[src/rtl/regfile_scoreboard.sv]
// regfile_scoreboard: 32x32 register file with write-through bypass and a busy-bit scoreboard for RAW/WAW stall.
module regfile_scoreboard #(
  parameter int DATA_W = 32,
  parameter int ADDR_W = 5
) (
  input  logic              clk,
  input  logic              reset_n,
  input  logic [ADDR_W-1:0] ReadAddr1,
  input  logic [ADDR_W-1:0] ReadAddr2,
  output logic [DATA_W-1:0] ReadData1,
  output logic [DATA_W-1:0] ReadData2,
  input  logic [ADDR_W-1:0] WriteAddr,
  input  logic [DATA_W-1:0] WriteData,
  input  logic              RegWrite,
  input  logic              IssueValid,
  input  logic [ADDR_W-1:0] IssueAddr,
  output logic              Busy1,
  output logic              Busy2,
  output logic              Stall,
  output logic [ADDR_W:0]   PendCount
);
  localparam int N = 2**ADDR_W;
  localparam int PW = ADDR_W + 1;
  logic [DATA_W-1:0] regs [N];
  logic [N-1:0] busy;
  logic wr, byp1, byp2, waw, set, clr;
  // Gating with reset_n keeps the bypass from leaking WriteData while reset is held.
  assign wr = reset_n && RegWrite && WriteAddr != '0;
  assign byp1 = wr && WriteAddr == ReadAddr1;
  assign byp2 = wr && WriteAddr == ReadAddr2;
  assign ReadData1 = byp1 ? WriteData : regs[ReadAddr1];
  assign ReadData2 = byp2 ? WriteData : regs[ReadAddr2];
  assign Busy1 = busy[ReadAddr1] && !byp1;
  assign Busy2 = busy[ReadAddr2] && !byp2;
  assign waw = IssueValid && IssueAddr != '0 && busy[IssueAddr] && !(RegWrite && WriteAddr == IssueAddr);
  assign Stall = Busy1 || Busy2 || waw;
  assign set = reset_n && IssueValid && !Stall && IssueAddr != '0;
  // A same-address set overrides the clear, so only a clear that survives counts down.
  assign clr = wr && busy[WriteAddr] && !(set && IssueAddr == WriteAddr);
  always_ff @(posedge clk or negedge reset_n) begin
    if (!reset_n) begin
      for (int i = 0; i < N; i++) regs[i] <= '0;
      busy <= '0;
      PendCount <= '0;
    end else begin
      if (wr) regs[WriteAddr] <= WriteData;
      if (clr) busy[WriteAddr] <= 1'b0;
      if (set) busy[IssueAddr] <= 1'b1;
      PendCount <= PendCount + PW'(set && !busy[IssueAddr]) - PW'(clr);
    end
  end
endmodule

[config.mk]
export PLATFORM = sky130hd
export DESIGN_NAME = regfile_scoreboard
export DESIGN_NICKNAME = d
export VERILOG_FILES = /design/src/rtl/regfile_scoreboard.sv
export SDC_FILE = /design/constraint.sdc
export NUM_CORES = 2
export LEC_CHECK = 0
export BUFFER_PORTS_ARGS = -buffer_cell sky130_fd_sc_hd__buf_4
export CORE_ASPECT_RATIO = 0.9
export CORE_MARGIN = 1.5
export CORE_UTILIZATION = 38
export CTS_BUF_LIST = sky130_fd_sc_hd__clkbuf_16
export CTS_CLUSTER_SIZE = 16
export DETAILED_ROUTE_END_ITERATION = 8
export PLACE_DENSITY_LB_ADDON = 0.2
export SYNTH_ARGS = -nofsm -noshare
export SYNTH_HDL_FRONTEND = slang
export SYNTH_SLANG_ARGS = --single-unit
[constraint.sdc]
create_clock -name clk -period 3.77 [get_ports clk]
set_clock_uncertainty 0.2 [all_clocks]
set_input_delay 0.377 -clock clk [delete_from_list [all_inputs] [get_ports clk]]
set_output_delay 0.377 -clock clk [all_outputs]
set_load 0.1 [all_outputs]
# After elaboration in Yosys (flattened, before gate mapping)
# Index checks and enable logic that the tools add are counted.
# totals
regBits	1062
in_bits	56
output_inout_bits	73
elab_cells	111
# classes
n_addsub	2
magnitude_cmp	10
n_eq_ne	4
muxes	25
bitwise_logic	6
reduce_logical	30
# op_table
operator	n
bitwise mux 1024 bit	1
binary-select mux 32 bit (select 5 bit)	2
two-way mux 32 bit	9
demux 32 bit (select 5 bit)	1
bitwise AND 32 bit	1
inverter 32 bit	1
OR 32 bit	1
less-than comparator 5 x 6 -> 1 bit, second input constant	4
binary-select mux 1 bit (select 5 bit)	4
== test 5 bit	4
logical AND 1 bit	20
greater-or-equal comparator 6 bit, second input constant	3
inverter 5 -> 6 bit	3
demux 1 bit (select 5 bit)	2
greater-or-equal comparator 5 x 1 -> 1 bit, second input constant	2
nonzero test 5 bit	2
adder 6 x 1 -> 6 bit	1
zero test 1 bit	6
less-than comparator 6 x 1 -> 1 bit, second input constant	1
two-way mux 1 bit	6
subtractor 6 x 1 -> 6 bit	1
logical OR 1 bit	2

# Depth between registers and ports, before layout
# logic_depth
ltp_word	16
depth_mapped	20

# Worst setup path before layout
# Ideal clock, no wire load.
# synth_timing
kind	input to register
startpoint	input port ReadAddr2[1]
endpoint	register PendCount[4]
setup_ns	0.123
arrival_ns	4.524
required_time_ns	3.447
setup_slack_ns	-1.077
stages	19
cell_sequence	buf_2 > mux4_2 > mux2i_1 > o21ai_0 > o2111a_1 > a311oi_2 > buf_4 > buf_6 > inv_2 > or3_1 > ha_1 > inv_1 > ha_1 > inv_1 > fa_1 > inv_1 > a21o_1 > a21oi_1 > xnor2_1
# synth_via
elab_chain_len	13
# synth_rtl
element	line_no	text
from (decl)	9	input logic [ADDR_W-1:0] ReadAddr2,
parallel branches: the longest is 3 deep, another holds binary-select mux 1 bit (select 5 bit)	--	
logical AND 1 bit (*)	34	assign Busy2 = busy[ReadAddr2] && !byp2;
via Busy2	18	output logic Busy2,
logical OR 1 bit (*) (2 in a row)	36	assign Stall = Busy1 || Busy2 || waw;
via Stall	19	output logic Stall,
zero test 1 bit (*)	37	assign set = reset_n && IssueValid && !Stall && IssueAddr != '0;
logical AND 1 bit (*) (2 in a row)	37	
parallel branches: the longest is 3 deep, another holds adder 6 x 1 -> 6 bit	--	
subtractor 6 x 1 -> 6 bit (*)	49	PendCount <= PendCount + PW'(set && !busy[IssueAddr]) - PW'(clr);
to (signal assigned)	49	
to (decl)	20	output logic [ADDR_W:0] PendCount
# Mark *: on every way through the listed nets, which the timed path passes. The select of a mux whose other input is x is not followed.
# A chain may end at the register's enable or synchronous reset.

# Final worst setup path
# layout_timing
startpoint	register busy[28]
endpoint	register PendCount[5]
# layout_via
elab_chain_len	12
# layout_rtl
element	line_no	text
from (decl)	25	logic [N-1:0] busy;
from (signal assigned)	43	busy <= '0;
from (signal, indexed assignment)	47	if (clr) busy[WriteAddr] <= 1'b0;
from (signal, indexed assignment)	48	if (set) busy[IssueAddr] <= 1'b1;
parallel branches: the longest is 11 deep, another holds adder 6 x 1 -> 6 bit	--	
subtractor 6 x 1 -> 6 bit (*)	49	
# Every way passes the cells marked *. The select of a mux whose other input is x is not followed.

==> flow_metrics.tcl <==
set metrics [dict create \
    yosysWarnings 0 \
    clkPwrFrac_pct 34.6 \
    comb_power_share_pct 22.3 \
    synth_area_um2 57570 \
    grt_setup_unrepaired "true" \
    synthFlopType "dfrtp_1" \
    diodes 0 \
    gp_congestion 0.8352 \
    pre_cts_ws_ns -0.1846 \
    period_share_pct 98.91 \
    fin_nets 3761 \
    powerDensity_nw_per_um2 487.5 \
    clk_latency_ns 0.74 \
    die_width_um 413.3 \
    crit_path_frequent_cell "ha_4" \
    reg2reg_depth 16 \
    worstPathCellList "mux4_2, a32o_1, a221oi_2, o21ai_2, a311oi_4, buf_12, inv_16, or3_4, ha_4, inv_2, ha_4, a21o_1, a21oi_2, o21bai_1, a21oi_1, xnor2_1" \
    slowest_delay_ns 0.48 \
    power.internal_mw 22.72 \
    worstReg2RegStart "busy[28]" \
    overflow 0 \
    fp-row-count 135 \
    final_area_um2 66370 \
    hold_viol 0 \
    cp.required_ns 4.23 \
    seq_area_frac_synth_pct 46.16 \
    ir_drop_mv 0.3786 \
    syn_area_per_cell_um2 15.92 \
    instances_no_fill 5774 \
    async_flop_share_pct 100.0 \
    ys_seq_elements 1062 \
    drt_iter0_markers 2984 \
    cts.sinks 1062 \
    worst_pin_slew_ns 1.057 \
    worstSetupEndpointType "flop" \
    setup-violations-final 0 \
    die_area_um2 153800 \
    vias_per_cell 6.059 \
    slowest_stage "mux4_2" \
    max_freq_mhz 268.2 \
    route.antenna.remaining_nets 0 \
    areaGrowthSynthToFinish_pct 15.30 \
    numCtsBuffers 117 \
    antenna_found_initial 0 \
    wl_per_cell_um 30.92 \
    htree_levels 3 \
    ios 129 \
    die_y_um 372.2 \
    worst_setup_path_start_kind "flop" \
    io_buffers 128 \
    p_leak_nw 29.19 \
    nFillCells 13240 \
    fp.coreArea_um2 150500 \
    yosysUniqueCellTypes 53 \
    layout_setup_ws_ns 0.04105 \
    grt.total_usage_pct 23.52 \
    grt_pass1_wl_mm 263.1 \
    cap_violations 0 \
    hold_path.class "in -> async" \
    dp_hpwl_mm 97.02 \
    power_switching_mw 9.640 \
    worstPathArrival_ns 4.19 \
    slew-limit-headroom_pct 29.55 \
    ff2ff_setup_slack_ns 0.04 \
    rr_endpoint "PendCount[5]" \
    clk_pin_slew_worst_paths_ns 0.06 \
    grt_max_degree 173 \
    drc 0 \
    cts_tree "yes" \
    start_util_pct 38.25 \
    grt_pass1_vias 35950 \
    max-clock-path-buffers 3 \
    critPathKind "reg -> reg" \
    syn_inst 3615 \
    cts-root-buf "clkbuf_16" \
    swShare_pct 29.79 \
    drive_gt1_share_pct 47.76 \
    fin_util_pct 44.10 \
    firstDrtPassIters 5 \
    maxSlewViolCount 0 \
    vias 34980 \
    synth_fp_nets 3678 \
    synth_enable_flop_cells 0 \
    path_max_fanout 5 \
    pwr-share-seq_pct 43.1 \
    drt_wl_total_mm 178.5 \
    outcome "finished, final reports clean" \
    placedCellCount 5523 \
    startpoint "busy[28]" \
    final.min_clock_period_ns 3.729 \
    placed_area_um2 62220 \
]
## worst max path at each step
stage | to | slack, ns | depth (start not counted)
2_1_floorplan | PendCount[4] | -0.34 | 19
3_3_place_gp | PendCount[5] | -0.17 | 17
3_5_place_dp | PendCount[4] | -0.18 | 18
4_1_cts | PendCount[4] | 0.003 | 17
5_1_grt | PendCount[5] | -0.13 | 16
6_report | PendCount[5] | 0.04 | 16
## worst max-delay path, delay by kind of cell (launching register included)
family          cells  cell delay (ns)
flops               1             0.44
xor+xnor            1             0.13
simple gates        1             0.33
buf+inv             3             0.24
mux                 1             0.48
compound gates      8             1.43
fa+ha+maj           2             0.41
## stage by stage
step / hold WS (ns) / setup TNS (ns) / power (mW)
3_5_place_dp: 0.1827 / -0.4909 / 21.33
6_report: 0.04860 / 0 / 32.36
4_1_cts: 0.01685 / 0 / 32.69
3_3_place_gp: 0.1763 / -0.3824 / 21.20
5_1_grt: 0.04508 / -0.2380 / 33.74
2_1_floorplan: -0.1186 / -1.114 / 19.19
## final cells by class
| type | instances | area (um2) | share of cell area [%] |
|---|---|---|---|
| Multi-Input combinational cell | 2088 | 29620 | 44.63 |
| Sequential cell | 1062 | 26580 | 40.04 |
| Timing Repair Buffer | 388 | 3844 | 5.791 |
| Clock buffer | 119 | 2978 | 4.487 |
| Tap cell | 1986 | 2485 | 3.744 |
| Clock inverter | 90 | 690.7 | 1.041 |
| Inverter | 41 | 180.2 | 0.2715 |
## logic make-up after synthesis
kind of cell / after synthesis / synth area share [%]
adder cells (fa/ha/maj): 7 / 0.1652
buffers and inverters: 465 / 3.308
AO/OA/AOI/OAI: 159 / 1.939
XOR/XNOR: 20 / 0.3043
AND/OR/NAND/NOR: 164 / 1.311
flip-flops: 1062 / 46.16
multiplexers: 1738 / 46.81
## sequential cells by signal (all words and copies together), names as in the netlist
signal / cells
busy: 32
PendCount: 6
regs: 1024
## synthesized netlist by cell type (18+ instances only)
cell type / n / area share (%)
o22ai_1: 22 / 0.24
mux2i_1: 82 / 1.4
mux4_2: 664 / 26
a21oi_1: 69 / 0.60
mux2_2: 519 / 10
nor2_1: 106 / 0.69
clkbuf_1: 276 / 1.8
dfrtp_1: 1062 / 46
inv_1: 37 / 0.24
buf_1: 43 / 0.28
buf_2: 100 / 0.87
mux2_1: 473 / 9.3
a2111oi_0: 18 / 0.27
## cells in the final DEF (no fill, tap or decap), types with 30 or more instances in the layout
cell type	Yosys	final
dlygate4sd3_1	0	40
mux2i_1	82	82
buf_12	0	56
buf_4	2	279
dfrtp_1	1062	1061
clkbuf_16	0	120
inv_1	37	61
nor2_4	0	30
mux4_2	664	664
nor2_1	106	76
mux2_2	519	519
a21oi_2	0	66
mux2_1	473	473
## repair_timing
| item | CTS | global route |
|---|---|---|
| gates cloned | 0 | 1 |
| buffers inserted | 1 | 1 |
| hold endpoints to repair | 1026 | 0 |
| hold buffers | 40 | 0 |
| gates resized for setup | 1 | 10 |
| setup endpoints to repair | 3 | 80 |
## routing by layer
metal	vias up	GRT usage [%]	wire [um]
met1	19430	35.32	83000
met4	0	5.008	3538
met3	220	3.296	9135
met5	-	0	0
met2	1022	36.27	82850
li1	14310	-	-
## power by group through the flow
stage	registers (mW)	logic [mW]	clock network, mW
after floorplan	14.0	5.18	0
after global placement	14.0	7.16	0
after detailed placement	14.1	7.23	0
after CTS	13.9	7.29	11.5
after global routing	14.1	7.67	11.9
final	13.9	7.21	11.2
No activity file was read; power rests on OpenSTA's default activity.
